File: config.mk
export PLATFORM = sky130hd
export DESIGN_NAME = reveal_engine_flat
export DESIGN_NICKNAME = d
export VERILOG_FILES = /design/src/rtl/reveal_engine_pkg.sv /design/src/rtl/reveal_engine_if.sv /design/src/rtl/reveal_engine_stack.sv /design/src/rtl/reveal_engine.sv /design/src/flat_wrapper.sv
export SDC_FILE = /design/constraint.sdc
export NUM_CORES = 1
export LEC_CHECK = 0
export ABC_AREA = 0
export BUFFER_PORTS_ARGS = -buffer_cell sky130_fd_sc_hd__buf_2
export CAP_MARGIN = 40
export CORE_UTILIZATION = 30
export CTS_CLUSTER_SIZE = 30
export DETAILED_ROUTE_END_ITERATION = 7
export RECOVER_POWER = 50
export SLEW_MARGIN = 30
export SYNTH_ARGS = -nofsm -noshare
export SYNTH_HDL_FRONTEND = slang
export SYNTH_HIERARCHICAL = 1
export SYNTH_SLANG_ARGS = --single-unit
export TNS_END_PERCENT = 5
File: constraint.sdc
create_clock -name clk -period 5.9 [get_ports clk]
set_clock_uncertainty 0.05 [all_clocks]
set_input_delay 0.885 -clock clk [delete_from_list [all_inputs] [get_ports clk]]
set_output_delay 0.885 -clock clk [all_outputs]
set_load 0.01 [all_outputs]
File: src/rtl/reveal_engine_pkg.sv
// Shared definitions for the minesweeper reveal sequencer.
//   cell_t          : board cell word {mine, flag, revealed, adj[3:0]}
//   reveal_state_e  : sequencer states
//   NB_DY / NB_DX   : neighbour offsets, scanned in row-major order
//   set_revealed    : returns a cell with its revealed bit forced on
//   is_fresh        : cell may be revealed (not mine, flag or revealed)
package buscaminas_pkg;

    localparam int GRID_N  = 8;
    localparam int COORD_W = 3;
    localparam int ADDR_W  = 6;
    localparam int CELLS   = GRID_N * GRID_N;
    localparam int CNT_W   = 7;

    localparam logic [CNT_W-1:0] CELLS_C = 7'd64;

    typedef struct packed {
        logic       mine;
        logic       flag;
        logic       revealed;
        logic [3:0] adj;
    } cell_t;

    typedef enum logic [2:0] {
        ST_IDLE    = 3'd0,
        ST_RD_TGT  = 3'd1,
        ST_CHK_TGT = 3'd2,
        ST_POP     = 3'd3,
        ST_NB_SEL  = 3'd4,
        ST_NB_CHK  = 3'd5,
        ST_DONE    = 3'd6
    } reveal_state_e;

    // (dy,dx) pairs: (-1,-1),(-1,0),(-1,1),(0,-1),(0,1),(1,-1),(1,0),(1,1)
    localparam logic signed [1:0] NB_DY [8] = '{2'sb11, 2'sb11, 2'sb11, 2'sb00,
                                                2'sb00, 2'sb01, 2'sb01, 2'sb01};
    localparam logic signed [1:0] NB_DX [8] = '{2'sb11, 2'sb00, 2'sb01, 2'sb11,
                                                2'sb01, 2'sb11, 2'sb00, 2'sb01};

    function automatic cell_t set_revealed(input cell_t c);
        cell_t r;
        r          = c;
        r.revealed = 1'b1;
        return r;
    endfunction

    function automatic logic is_fresh(input cell_t c);
        return !c.mine && !c.flag && !c.revealed;
    endfunction

endpackage

File: src/rtl/reveal_engine_if.sv
// Board RAM port used by the reveal sequencer.
//   rd    : read strobe, data returns one cycle later on rdata
//   addr  : cell address {y, x}, shared by reads and writes
//   rdata : cell read back from the RAM
//   we    : write strobe
//   wdata : cell to write
// master = sequencer side, slave = RAM side.
interface reveal_engine_if;
    import buscaminas_pkg::*;

    logic              rd;
    logic [ADDR_W-1:0] addr;
    cell_t             rdata;
    logic              we;
    cell_t             wdata;

    modport master (output rd, addr, we, wdata, input rdata);
    modport slave  (input rd, addr, we, wdata, output rdata);
endinterface

File: src/rtl/reveal_engine_stack.sv
// LIFO of cell addresses for the flood fill (GRID_N*GRID_N deep).
//   clk, reset   : clock, asynchronous active-low reset (empties the stack)
//   i_push       : push i_push_data
//   i_pop        : pop top entry; it appears on o_pop_data the next cycle
//   o_pop_data   : last popped address, held until the next pop
//   o_empty      : no entries stored
// Push and pop are never requested in the same cycle by the sequencer.
module reveal_stack
    import buscaminas_pkg::*;
(
    input  logic              clk,
    input  logic              reset,
    input  logic              i_push,
    input  logic              i_pop,
    input  logic [ADDR_W-1:0] i_push_data,
    output logic [ADDR_W-1:0] o_pop_data,
    output logic              o_empty
);

    logic [ADDR_W-1:0] r_mem [CELLS];
    logic [ADDR_W:0]   r_ptr;
    logic [ADDR_W-1:0] r_pop_data;
    logic [ADDR_W-1:0] w_top;
    logic              w_full;

    assign w_top      = r_ptr[ADDR_W-1:0] - 6'd1;
    assign w_full     = r_ptr[ADDR_W];
    assign o_empty    = (r_ptr == 7'd0);
    assign o_pop_data = r_pop_data;

    // Storage array; contents need no reset because the pointer defines validity.
    always_ff @(posedge clk) begin
        if (i_push && !w_full) begin
            r_mem[r_ptr[ADDR_W-1:0]] <= i_push_data;
        end
    end

    // Stack pointer and registered pop data.
    always_ff @(posedge clk or negedge reset) begin
        if (!reset) begin
            r_ptr      <= 7'd0;
            r_pop_data <= 6'd0;
        end else if (i_push && !w_full) begin
            r_ptr <= r_ptr + 7'd1;
        end else if (i_pop && !o_empty) begin
            r_pop_data <= r_mem[w_top];
            r_ptr      <= r_ptr - 7'd1;
        end
    end

endmodule

File: src/rtl/reveal_engine.sv
// Flood-fill reveal sequencer between the game FSM and the board RAM.
//   clk, reset        : clock, asynchronous active-low reset (aborts any operation)
//   start, sel_x/y    : select request and target cell (ignored while busy)
//   clear             : zero the running revealed total (ignored while busy)
//   num_mines         : mine count for the win check
//   mem               : board RAM port (master side)
//   busy, done        : operation in progress / one-cycle completion pulse
//   hit_mine          : last operation revealed a mine
//   last_count        : safe cells revealed by the last operation
//   total_revealed    : safe cells revealed since clear/reset
//   win               : total_revealed == 64 - num_mines
// A cell is marked revealed in the same cycle it is pushed, so it can never
// be pushed twice and the stack cannot overflow.
module reveal_engine
    import buscaminas_pkg::*;
(
    input  logic               clk,
    input  logic               reset,
    input  logic               start,
    input  logic [COORD_W-1:0] sel_x,
    input  logic [COORD_W-1:0] sel_y,
    input  logic               clear,
    input  logic [3:0]         num_mines,
    reveal_engine_if.master    mem,
    output logic               busy,
    output logic               done,
    output logic               hit_mine,
    output logic [CNT_W-1:0]   last_count,
    output logic [CNT_W-1:0]   total_revealed,
    output logic               win
);

    reveal_state_e     r_state, w_state_nxt;
    logic [ADDR_W-1:0] r_tgt, w_tgt_nxt;
    logic [2:0]        r_nb_idx, w_nb_idx_nxt;
    logic [CNT_W-1:0]  r_cnt, w_cnt_nxt;
    logic [CNT_W-1:0]  r_total, w_total_nxt;
    logic              r_hit, w_hit_nxt;
    logic              r_win, w_win_nxt;

    logic              w_rd, w_we, w_push, w_pop, w_empty;
    logic [ADDR_W-1:0] w_addr, w_push_data, w_ctr, w_nb_addr;
    logic [3:0]        w_nx, w_ny;
    logic              w_oob;
    cell_t             w_rcell;

    reveal_stack u_stack (
        .clk         (clk),
        .reset       (reset),
        .i_push      (w_push),
        .i_pop       (w_pop),
        .i_push_data (w_push_data),
        .o_pop_data  (w_ctr),
        .o_empty     (w_empty)
    );

    assign w_rcell = mem.rdata;

    // Neighbour coordinate in 4 bits: -1 and 8 both set bit 3, so bit 3 flags out-of-bounds.
    assign w_nx      = {1'b0, w_ctr[2:0]} + {{2{NB_DX[r_nb_idx][1]}}, NB_DX[r_nb_idx]};
    assign w_ny      = {1'b0, w_ctr[5:3]} + {{2{NB_DY[r_nb_idx][1]}}, NB_DY[r_nb_idx]};
    assign w_oob     = w_nx[3] | w_ny[3];
    assign w_nb_addr = {w_ny[2:0], w_nx[2:0]};

    assign w_win_nxt = (w_total_nxt == (CELLS_C - {3'b000, num_mines}));

    // Next-state, datapath updates and RAM/stack strobes.
    always_comb begin
        w_state_nxt  = r_state;
        w_tgt_nxt    = r_tgt;
        w_nb_idx_nxt = r_nb_idx;
        w_cnt_nxt    = r_cnt;
        w_hit_nxt    = r_hit;
        w_total_nxt  = r_total;
        w_rd         = 1'b0;
        w_we         = 1'b0;
        w_addr       = r_tgt;
        w_push       = 1'b0;
        w_pop        = 1'b0;
        w_push_data  = r_tgt;
        case (r_state)
            ST_IDLE: begin
                // clear applies before a same-cycle start is accepted
                if (clear) begin
                    w_total_nxt = 7'd0;
                end else begin
                    w_total_nxt = r_total;
                end
                if (start) begin
                    w_tgt_nxt   = {sel_y, sel_x};
                    w_cnt_nxt   = 7'd0;
                    w_hit_nxt   = 1'b0;
                    w_state_nxt = ST_RD_TGT;
                end else begin
                    w_state_nxt = ST_IDLE;
                end
            end
            ST_RD_TGT: begin
                w_rd        = 1'b1;
                w_state_nxt = ST_CHK_TGT;
            end
            ST_CHK_TGT: begin
                if (w_rcell.flag || w_rcell.revealed) begin
                    w_state_nxt = ST_DONE;
                end else if (w_rcell.mine) begin
                    w_we        = 1'b1;
                    w_hit_nxt   = 1'b1;
                    w_state_nxt = ST_DONE;
                end else begin
                    w_we      = 1'b1;
                    w_cnt_nxt = r_cnt + 7'd1;
                    if (w_rcell.adj == 4'd0) begin
                        w_push      = 1'b1;
                        w_state_nxt = ST_POP;
                    end else begin
                        w_state_nxt = ST_DONE;
                    end
                end
            end
            ST_POP: begin
                if (w_empty) begin
                    w_state_nxt = ST_DONE;
                end else begin
                    w_pop        = 1'b1;
                    w_nb_idx_nxt = 3'd0;
                    w_state_nxt  = ST_NB_SEL;
                end
            end
            ST_NB_SEL: begin
                w_addr = w_nb_addr;
                if (w_oob) begin
                    if (r_nb_idx == 3'd7) begin
                        w_state_nxt = ST_POP;
                    end else begin
                        w_nb_idx_nxt = r_nb_idx + 3'd1;
                    end
                end else begin
                    w_rd        = 1'b1;
                    w_state_nxt = ST_NB_CHK;
                end
            end
            ST_NB_CHK: begin
                w_addr      = w_nb_addr;
                w_push_data = w_nb_addr;
                if (is_fresh(w_rcell)) begin
                    w_we      = 1'b1;
                    w_cnt_nxt = r_cnt + 7'd1;
                    if (w_rcell.adj == 4'd0) begin
                        w_push = 1'b1;
                    end else begin
                        w_push = 1'b0;
                    end
                end else begin
                    w_we = 1'b0;
                end
                if (r_nb_idx == 3'd7) begin
                    w_state_nxt = ST_POP;
                end else begin
                    w_nb_idx_nxt = r_nb_idx + 3'd1;
                    w_state_nxt  = ST_NB_SEL;
                end
            end
            ST_DONE: begin
                w_total_nxt = r_total + r_cnt;
                w_state_nxt = ST_IDLE;
            end
            default: begin
                w_state_nxt = ST_IDLE;
            end
        endcase
    end

    // State and datapath registers.
    always_ff @(posedge clk or negedge reset) begin
        if (!reset) begin
            r_state  <= ST_IDLE;
            r_tgt    <= 6'd0;
            r_nb_idx <= 3'd0;
            r_cnt    <= 7'd0;
            r_total  <= 7'd0;
            r_hit    <= 1'b0;
            r_win    <= 1'b0;
        end else begin
            r_state  <= w_state_nxt;
            r_tgt    <= w_tgt_nxt;
            r_nb_idx <= w_nb_idx_nxt;
            r_cnt    <= w_cnt_nxt;
            r_total  <= w_total_nxt;
            r_hit    <= w_hit_nxt;
            r_win    <= w_win_nxt;
        end
    end

    assign busy           = (r_state != ST_IDLE);
    assign done           = (r_state == ST_DONE);
    assign hit_mine       = r_hit;
    assign last_count     = r_cnt;
    assign total_revealed = r_total;
    assign win            = r_win;

    assign mem.rd    = w_rd;
    assign mem.we    = w_we;
    assign mem.addr  = w_addr;
    assign mem.wdata = set_revealed(mem.rdata);

endmodule
File: src/flat_wrapper.sv
// flat-port wrapper written by rule: the top's interface ports become plain ports
module reveal_engine_flat import buscaminas_pkg::*;
  (clk, reset, start, sel_x, sel_y, clear, num_mines, busy, done, hit_mine, last_count, total_revealed, win, mem_rd, mem_addr, mem_we, mem_wdata, mem_rdata);
  reveal_engine_if mem_i ();
  input  logic clk;
  input  logic reset;
  input  logic start;
  input  logic [COORD_W-1:0] sel_x;
  input  logic [COORD_W-1:0] sel_y;
  input  logic clear;
  input  logic [3:0] num_mines;
  output logic busy;
  output logic done;
  output logic hit_mine;
  output logic [CNT_W-1:0] last_count;
  output logic [CNT_W-1:0] total_revealed;
  output logic win;
  output wire logic [$bits(mem_i.rd)-1:0] mem_rd;
  output wire logic [$bits(mem_i.addr)-1:0] mem_addr;
  output wire logic [$bits(mem_i.we)-1:0] mem_we;
  output wire logic [$bits(mem_i.wdata)-1:0] mem_wdata;
  input wire logic [$bits(mem_i.rdata)-1:0] mem_rdata;
  assign mem_rd = mem_i.rd;
  assign mem_addr = mem_i.addr;
  assign mem_we = mem_i.we;
  assign mem_wdata = mem_i.wdata;
  assign mem_i.rdata = mem_rdata;
  reveal_engine u_core (.clk(clk), .reset(reset), .start(start), .sel_x(sel_x), .sel_y(sel_y), .clear(clear), .num_mines(num_mines), .mem(mem_i), .busy(busy), .done(done), .hit_mine(hit_mine), .last_count(last_count), .total_revealed(total_revealed), .win(win));
endmodule
==> results.txt, run 1 <==
The clock tree buffer depth came out at 3. The critical path capture point type is a flip-flop. The via-per-instance ratio is 5.08.

The global-route wire length before repair is around 63000 um. The static leakage is 6.78 nW. The effective utilization at floorplan is 0.303.

The number of buffers inserted by hold repair at cts is 0. Traced cell by cell, the critical path runs through ha_1 -> inv_1 -> ha_1 -> xor2_1 -> ha_1 -> a21oi_1 -> xnor2_1 -> o21ai_4 -> clkbuf_1. The area growth from synthesis to layout came out at 12.9%. The post-cts repair resize count came out at 0. For this block, the initial DRC count from the detailed router was roughly 940. Of the cells placed in the final design, the portion with a size suffix greater than 1 is 0.189.

Summing all multi-input logic gate instances after layout gives 5320 sq um. The maximum number of pins on one net before global-route repair came out at 65. The synthesized flop and latch total came out at 425. The worst min-delay path class is flip-flop to flip-flop. The global router's overall resource usage came out at 0.130.

The final number of setup-violating endpoints is 0. The vertical die dimension is 249 um. The number of core rows came out at 90. The tool flagged a number of max-cap violations equal to 5.

The cell with the most instances on the worst path is ha_1. The TritonCTS clock tree is yes. The largest incremental delay on the critical path came out at 2.38 ns. Buffers inserted during clock tree synthesis total 43.

The number of enable flip-flop cells after synthesis is 384. The number of placed instances, taps included came out at 1883. The maximum VDD drop came out at around 0.37 mV. For this design, the slowest cell found on the critical path is clkbuf_1. After the flow finishes, the layout carries non-filler instances totaling between 1500 and 2000. Of the synthesized area, sequential elements account for 0.687. The largest driver fanout on the critical path is 64.

The count of H-tree levels built during CTS came out at 2. 54 I/O pins were placed. The quantity of I/O buffers inserted on ports came out at 52. The max-slew headroom at the worst pin came out at -1.26. For this run, design rule violations remaining after detail routing come to 0. Setup repair after global routing left no endpoint under its margin. The number of setup buffers added after CTS is 0. The cell count after synthesis is approximately 1100. The cell family contributing the most delay on the critical path is buffers and inverters. In this run the horizontal extent of the chip is 249 um. The final weighted congestion in routability-driven placement is 0.822. In the layout the commonest cells are edfxtp_1 (384), nor2_1 (94), mux4_2 (84). The root buffer cell is clkbuf_16. The post-synthesis area per instance came out at 16.8 sq um. The final-stage net count is 1201.

The remaining antenna violation count is 0. The slew of the pin with the lowest slew margin is 3.38 ns. The number of global-route vias before repair came out at 10300.

The clock edge transition at the registers on the reported setup and hold paths came out at roughly 0.06 ns. The number of antenna diodes in the final layout is 0. The number of distinct standard cells referenced by the synthesized netlist came out at 78. STA classifies the critical path startpoint as a flip-flop. The number of antenna violations at the first check in global routing came to 0.

The library cell used most frequently in the layout, excluding fill and tap cells, is edfxtp_1. The die outline area came out at ~62000 sq um. The leading register cell type out of synthesis is edfxtp_1. Summed over all layers, the routed wires come to 40300 um. The final reports fail on capacitance limit, slew limit.

The count of yosys warnings during synthesis is 6. The number of nets in the synthesized netlist is ~1100. The critical path buffer and inverter count came out at 2. The count of final hold-check violations is 0. The post-synthesis cell area is 18300 sq um. The sequential cell area came out at 12600 sq um.

At the worst endpoint, the arrival time is 4.78 ns. The power density of the placed cells is 542 nW/um^2. The count of final max-slew check failures came out at 325. Counting flops with an async set or reset pin after synthesis yields a share of 0.0965. The sink count of the clock tree is roughly 430. The core region is 60200 sq um. The setup TNS came out at 0 ns.

The shortest period the worst path allows came out at 4.98 ns. The period utilization came out at 0.844. The worst register-to-register path begins at u_core/r_nb_idx[0]$_DFFE_PN0P_. Before antenna repair, the detailed router went through 5 iterations.

The via count of the routed design came out at approximately 10000. Setup slack on the worst reg-to-reg path comes out at 0.92 ns. Dividing the detail-routed wire length by the instance count gives between 20 and 25 um.

Detailed placement finished with a half-perimeter wire length of 25100 um. The launching instance or port of the critical path is u_core/r_nb_idx[0]$_DFFE_PN0P_. The run finished, with violations left. The total congestion overflow came out at 0. The worst hold path begins at u_core/r_tgt[4]$_DFFE_PN0P_. The clock latency on the worst-skew pair came out at 0.54 ns. The top achievable clock speed came out at 201 MHz. The setup path with the least slack is of type flip-flop to flip-flop.

At the worst endpoint, the required time is roughly 5.7 ns. The fill cell instance count of the final layout came out at between 5000 and 6000.
## synthesized netlist by cell type, types with 8 or more instances
cell type | count | area (sq um)
a211oi_1 | 14 | 105
a21oi_1 | 16 | 80.1
a31oi_1 | 13 | 81.3
a32oi_1 | 8 | 70.1
and3_1 | 15 | 93.8
buf_2 | 13 | 65.1
buf_4 | 14 | 105
clkbuf_1 | 16 | 60.1
dfrtp_1 | 41 | 1030
edfxtp_1 | 384 | 11500
ha_1 | 29 | 363
inv_1 | 17 | 63.8
mux2_2 | 21 | 236
mux2i_1 | 22 | 220
mux4_2 | 84 | 1890
nand2_1 | 80 | 300
nand3_1 | 25 | 125
nor2_1 | 94 | 353
nor4_1 | 8 | 50.1
o21ai_0 | 25 | 125
xnor2_1 | 10 | 87.6
xor2_1 | 8 | 70.1
## per-layer routing
metal,wire (um),track usage
met1,17900,0.181
met2,19100,0.210
met3,2480,0.0214
met4,789,0.0339
met5,0,0
## stage by stage
stage / cell area (sq um) / util / setup slack, ns / power [mW] / hold slack (ns)
2_1_floorplan: 18300 / - / 0.927 / 7.26 / 0.438
3_3_place_gp: 19300 / 0.321 / 1.51 / 8.53 / 0.462
3_5_place_dp: 19400 / 0.322 / 1.37 / 8.63 / 0.465
4_1_cts: 20800 / 0.345 / 1.30 / 11.3 / 0.280
5_1_grt: 20600 / 0.343 / 0.588 / 11.7 / 0.505
6_report: 20600 / 0.343 / 0.921 / 11.2 / 0.481
## kinds of logic (layout without fill, tap and decap cells)
logic type      after synthesis  in the layout  share of synthesized area
compound gates              130            130                     0.0514
xor+xnor                     20             20                     0.0104
fa+ha+maj                    32             32                     0.0231
buf+inv                      71            165                     0.0217
flops                       425            425                      0.687
mux                         134            134                      0.134
other cells                   1              1                   0.000205
simple gates                274            274                     0.0724
## area by class of cell
type                            count  area share
Sequential cell                   425       0.609
Multi-Input combinational cell    591       0.258
Clock buffer                       51      0.0546
Tap cell                          782      0.0474
Timing Repair Buffer               69      0.0165
Clock inverter                     27      0.0117
Inverter                           18     0.00327
## state kept, by name, indices dropped and copies added (netlist names)
register                   cells
u_core/hit_mine                1
u_core/last_count              7
u_core/r_nb_idx                3
u_core/r_state                 3
u_core/r_tgt                   6
u_core/total_revealed          7
u_core/u_stack/o_pop_data      6
u_core/u_stack/r_mem         384
u_core/u_stack/r_ptr           7
u_core/win                     1
## worst paths after layout
| kind | cells past startpoint | endpoint |
|---|---|---|
| max | 9 | u_core/u_stack/r_mem[1][5]$_DFFE_PP_ |
| min | 1 | u_core/r_tgt[4]$_DFFE_PN0P_ |
| max reg2reg | 9 | u_core/u_stack/r_mem[1][5]$_DFFE_PP_ |
| min reg2reg | 1 | u_core/r_tgt[4]$_DFFE_PN0P_ |
| max in group asynchronous | 2 | u_core/u_stack/r_ptr[0]$_DFFE_PN0P_ |
| min in group asynchronous | 1 | u_core/last_count[5]$_DFFE_PN0P_ |
## where the power goes
group          internal (mW)  total (mW)  switching [mW]
Sequential              4.09        4.34           0.249
Combinational           1.60        4.20            2.60
Clock                   1.54        2.64            1.10
Total                   7.23        11.2            3.96
(Power assumes the default switching activity.)
==> run 2: changes to the inputs <==
==> constraint.sdc (replaced) <==
create_clock -name clk -period 4.45 [get_ports clk]
set_clock_uncertainty 0.05 [all_clocks]
set_input_delay 0.6675 -clock clk [delete_from_list [all_inputs] [get_ports clk]]
set_output_delay 0.6675 -clock clk [all_outputs]
set_load 0.01 [all_outputs]
==> results.txt, run 2 (same netlist as run 1, synthesis figures left out) <==
The run finished, with violations left. The final reports fail on capacitance limit, slew limit. The count of final max-slew check failures came out at 46. The first TritonRoute pass finished after 5 iterations.

The sink count of the clock tree is 425. Leaving out fill and tap cells, the most frequent cell in the layout is edfxtp_1. The proportion of power drawn by flip-flops and latches is 0.366. The number of flip-flops in the largest register is 384.

The congestion estimate from routability-driven global placement came to roughly 0.86. The floorplan step defined a die boundary enclosing 61900 sq um. Setup repair after global routing left no endpoint under its margin. TritonCTS built the clock tree. The power consumption is about 15 mW. The data arrival time of the critical path is 4.29 ns. The worst slack after detailed placement came out at 0.512 ns. The clock edge transition at the registers on the reported setup and hold paths came out at 0.06 ns. The maximum number of pins on one net before global-route repair is 65. The worst setup path is captured at a flip-flop. The placement-stage cell area came out at around 20000 sq um. Dividing the detail-routed via count by the number of cells gives 5.12. The cell sitting at the root of the clock tree is a clkbuf_16.

54 I/O pins were placed. The remaining antenna violation count is 0. The number of max-capacitance violations reported came out at 2. The path class of the tightest hold or removal check is primary input to asynchronous set/reset pin. The final cell utilization of the core came out at 0.348. The count of H-tree levels built during CTS is 2.

The width of the die came out at between 200 and 250 um. The number of global-route vias before repair is 10200. Clock tree synthesis inserted a total of 43 buffers. The count of final hold-check violations is 0. By startpoint and endpoint, the worst setup path is classified as flip-flop to flip-flop. The effective utilization at floorplan came out at 0.303. The power density of the placed cells is 726 nW/um^2. The clock latency on the worst-skew pair is approximately 0.56 ns.

The wire length after detailed routing is 42200 um. The largest driver fanout on the critical path came out at 18. After clock tree synthesis, the setup repair step added 0 buffers. After layout, the minimum clock period comes to 4.07 ns.

After the first detailed-routing iteration, the DRC count stood at 876. The worst path meets setup with about 0.38 ns of slack. The switching fraction of total power came out at 0.356. The top achievable clock speed is 246 MHz. The via count of the routed design is about 10000. The share of total power dissipated in the clock network is 0.247.

The cell-internal power is 9.80 mW. The clock tree buffer depth is 3. The placed wire-length estimate after detailed placement is 27300 um.

Of the total power, combinational logic draws 0.387. STA classifies the critical path startpoint as a flip-flop. The post-cts repair resize count came out at 0. The placeable core area is 60200 sq um. The final hold slack is 0.200 ns.

Summing all non-filler instances in the final layout gives an area of 20900 sq um. The share of layout cells above drive strength 1 is 0.205. Input and output buffers added on the ports amount to 52. The die is around 250 um tall.

Setup violations remaining at the end of the flow were counted as 0. The final-stage net count came out at 1224. After detailed routing, the number of remaining DRC violations is 0. The number of core rows is 90.

The required time at the endpoint of the critical path came out at 4.67 ns. In the finished design, the share of the clock period the worst path needs comes to 0.914. The global-route wire length before repair is approximately 64000 um. The count of inserted antenna diode cells is 0. Global routing finished with a remaining overflow of 0.

The global router's overall resource usage is 0.135. Leaving out fill and tap cells, the most frequent cells in the layout are edfxtp_1 (384), nor2_1 (94), mux4_2 (84). The power spent charging and discharging nets came out at 5.41 mW. The area growth from synthesis to layout is 14.6%. The max-slew headroom at the worst pin came out at -0.186. At the pin with the least slew margin, the transition time is 1.76 ns.

The number of buffers inserted by hold repair at cts is 0. The number of antenna violations at the first check in global routing came out at 0. Dividing the detail-routed wire length by the instance count gives 21.2 um.

Summed over all cells, the static leakage comes to between 6 and 7 nW. The maximum VDD drop came out at 0.446 mV.
-- run 2: changes by cell type in the layout (fill, tap and decap cells not counted), moves of 2 or more --
cell / delta
mux2_1: +4
buf_6: -2
mux2_2: -4
buf_4: +19
clkinv_1: -4
clkinv_4: +2
clkbuf_2: +5
bufinv_16: +4
-- run 2: power by group through the flow --
stage / sequential [mW] / clock [mW] / combinational [mW]
finish: 5.57 / 3.76 / 5.88
global route: 5.60 / 3.98 / 6.33
CTS: 5.53 / 3.85 / 6.04
detailed placement: 5.61 / 0 / 6.03
global placement: 5.61 / 0 / 5.90
floorplan: 5.53 / 0 / 4.08
-- run 2: final cells by class --
cell class                      count  area (sq um)
Clock buffer                       50          1110
Inverter                           18          67.6
Tap cell                          782           978
Clock inverter                     29           372
Sequential cell                   425         12600
Fill cell                        5612         39300
Timing Repair Buffer               92           517
Multi-Input combinational cell    591          5330
-- run 2: through the flow --
stage / std cells / setup TNS, ns
final: 1987 / 0
after global routing: 1987 / 0
after CTS: 1983 / 0
after detailed placement: 1904 / 0
after global placement: 1901 / 0
after floorplan: 1087 / -19.20
-- run 2: metal layers --
layer,share of wire,track usage,vias up,routed length [um]
li1,-,-,4480,-
met4,0.022,0.0396,0,932
met3,0.064,0.0191,65,2710
met5,0,0,-,0
met1,0.45,0.192,5220,18800
met2,0.47,0.216,401,19800
-- run 2: path summary, 6_finish.rpt --
path / from / endpoint / slack (ns) / cells after the start
setup / recovery: u_core/r_nb_idx[0]$_DFFE_PN0P_ / u_core/u_stack/r_mem[56][5]$_DFFE_PP_ / 0.38 / 10
hold / removal: reset / u_core/last_count[3]$_DFFE_PN0P_ / 0.20 / 1
setup reg to reg: u_core/r_nb_idx[0]$_DFFE_PN0P_ / u_core/u_stack/r_mem[56][5]$_DFFE_PP_ / 0.38 / 10
hold reg to reg: u_core/r_tgt[4]$_DFFE_PN0P_ / u_core/r_tgt[4]$_DFFE_PN0P_ / 0.48 / 1
max in group asynchronous: reset / u_core/u_stack/r_ptr[0]$_DFFE_PN0P_ / 2.12 / 2
min in group clk: sel_x[2] / u_core/r_tgt[2]$_DFFE_PN0P_ / 0.32 / 2
-- run 2: critical path, cell delays in order (launching register included) --
cell and delay (ns):
dfrtp_1 0.43, ha_1 0.24, inv_1 0.08, ha_1 0.25, xor2_1 0.19, ha_1 0.21
a21oi_1 0.14, xnor2_1 0.10, o21ai_0 1.34, buf_16 0.25, clkbuf_1 0.51
==> run 3: changes to the inputs <==
--- a/config.mk
+++ b/config.mk
@@ -8,7 +8,7 @@
 export ABC_AREA = 0
 export BUFFER_PORTS_ARGS = -buffer_cell sky130_fd_sc_hd__buf_2
 export CAP_MARGIN = 40
-export CORE_UTILIZATION = 30
+export CORE_UTILIZATION = 35
 export CTS_CLUSTER_SIZE = 30
 export DETAILED_ROUTE_END_ITERATION = 7
 export RECOVER_POWER = 50
==> results.txt, run 3 (same netlist as run 1, synthesis figures left out) <==
The top achievable clock speed came out at 247 MHz. The count of inserted antenna diode cells is 0. In this run the critical register-to-register path is launched from u_core/r_nb_idx[0]$_DFFE_PN0P_. Across the run, the number of max-cap violations was 4. The worst setup path is captured at an output pin. The largest driver fanout on the critical path came out at 6.

Summed over all cells, the static leakage comes to just under 7 nW. The root buffer cell is clkbuf_16. The power density of the placed cells is about 720 nW/um^2. The shortest period the worst path allows is 4.05 ns. The maximum number of pins on one net before global-route repair is 86. The starting DRC count in detailed routing is 896. The number of buffers and inverters on the critical path is 2. The number of global-route vias before repair came to 10100. The final weighted congestion in routability-driven placement came out at 0.871. The TritonCTS clock tree is yes. The cell area after layout came out at between 20000 and 25000 sq um. The width of the die came out at 231 um.

The placed wire-length estimate after detailed placement is 26400 um. The total congestion overflow is 0. The net count of the finished layout is 1217.

The slew of the pin with the lowest slew margin came out at 2.56 ns. The core region is 51400 sq um. The post-CTS repair timing setup buffer count came out at 0. The count of final max-slew check failures is between 150 and 200.

The final reports fail on capacitance limit, slew limit. Setup violations remaining at the end of the flow were counted as 0. The top-level I/O count came out at 54. At the worst endpoint, the arrival time is approximately 3.3 ns. The slowest library cell on the worst path is dfrtp_1. Leaving out fill and tap cells, the most frequent cell in the layout is edfxtp_1.

The worst min-delay path class is primary input to flip-flop. The number of buffers inserted by hold repair at cts is 0. The flow ran to the end, but the final reports show violations. The launching instance or port of the critical path is u_core/r_nb_idx[0]$_DFFE_PN0P_. The global-route wire length before repair is 62800 um. The effective utilization at floorplan came out at 0.356. The H-tree was split into 2 levels. The sink count of the clock tree came out at 425. The die outline area came out at 53100 sq um. The post-cts repair resize count is 0.

In the routed layout, each cell is associated on average with a via count of roughly 5.4. The worst setup path is of the flip-flop to output pin kind. Across every metal layer, demand over resource in global routing totals 0.154. The count of buffers added on input and output ports is 52. The setup TNS is 0 ns. The first detailed-routing pass took 5 iterations. The total clock buffers created by CTS is 43.

Dividing the detail-routed wire length by the instance count gives 21.7 um. After clock tree synthesis, the clock-pin slew on the worst setup and hold paths is 0.06 ns. The clock tree buffer depth came out at 3.

The vertical die dimension came out at 231 um. The period utilization came out at 0.911. The clock latency on the worst-skew pair is 0.54 ns. Setup repair after global routing left no endpoint under its margin. The number of antenna violations at the first check in global routing is 0. Traced cell by cell, the critical path runs through inv_1 -> ha_1 -> o21ai_1 -> ha_1 -> a21o_1 -> a21oi_1 -> xor2_1 -> o211ai_1 -> nand2b_1 -> a21oi_1 -> buf_2. The required time at the endpoint of the critical path is 3.73 ns. The number of core rows is 83.

The element type at the critical path start is a flip-flop. The final route contains 10100 vias. The wire length after detailed routing is 40700 um.

The area growth from synthesis to layout is 12.8%. The number of flip-flops in the largest register is 384. The worst hold path begins at sel_y[0]. The maximum VDD drop is 0.624 mV.

The largest incremental delay on the critical path is 0.43 ns. On the critical path the largest part of the delay comes from compound AO/OA/AOI/OAI gates. The count of final hold-check violations came out at 0. The remaining antenna violation count came out at 0. Leaving out fill and tap cells, the most frequent cells in the layout are edfxtp_1 (384), nor2_1 (94), mux4_2 (84). In this run the tightest slew margin relative to its limit is -0.709. The share of layout cells above drive strength 1 came out at 0.194. The placed instances occupy a cell area of 19400 sq um. In the routed design, unresolved DRC markers number 0.
-- run 3: cell count changes in the layout (fill, tap and decap cells not counted), moves of 2 or more --
cell / change
buf_4: -3
bufinv_16: -3
clkbuf_1: +8
clkbuf_2: -4
clkinv_1: -2
clkinv_2: -3
clkinv_4: -2
clkinv_8: -2
clkinvlp_4: +3
-- run 3: area by class of cell --
class / count / area, sq um
clock buffer: 55 / 1120
clock inverter: 21 / 240
fill: 4677 / 30800
inverter: 18 / 67.6
multi-input combinational: 591 / 5320
sequential: 425 / 12600
tap: 680 / 851
timing repair buffer: 85 / 449
-- run 3: power by group --
group	internal [mW]	leakage, nW	switching [mW]	total, mW
clock	2.07	0.657	1.46	3.53
sequential	5.34	3.97	0.236	5.58
combinational	2.16	2.22	3.54	5.70
-- run 3: stage by stage --
stage                      util  setup WS (ns)  std cells  power, mW  hold slack, ns
after floorplan               -         -0.300       1087       9.61           0.322
after global placement    0.377          0.501       1797       11.4           0.463
after detailed placement  0.377          0.410       1798       11.5           0.471
after CTS                 0.404          0.166       1874       15.1          0.0778
after global routing      0.401         0.0888       1875       15.6           0.300
final                     0.401          0.396       1875       14.8           0.314
-- run 3: path summary, 6_finish.rpt --
kind | slack (ns) | to | depth (start not counted)
max | 0.40 | mem_rd | 11
min | 0.31 | u_core/r_tgt[3]$_DFFE_PN0P_ | 2
max reg2reg | 0.44 | u_core/u_stack/r_mem[51][5]$_DFFE_PP_ | 9
min reg2reg | 0.49 | u_core/r_tgt[4]$_DFFE_PN0P_ | 1
max in group asynchronous | 1.67 | u_core/u_stack/r_ptr[0]$_DFFE_PN0P_ | 1
min in group asynchronous | 0.87 | u_core/last_count[6]$_DFFE_PN0P_ | 1
-- run 3: layer usage --
layer	GRT usage	up-vias	part of all wire
met5	0	-	0
li1	-	4467	-
met3	0.0296	54	0.069
met2	0.243	346	0.47
met1	0.222	5195	0.45
met4	0.0337	0	0.015
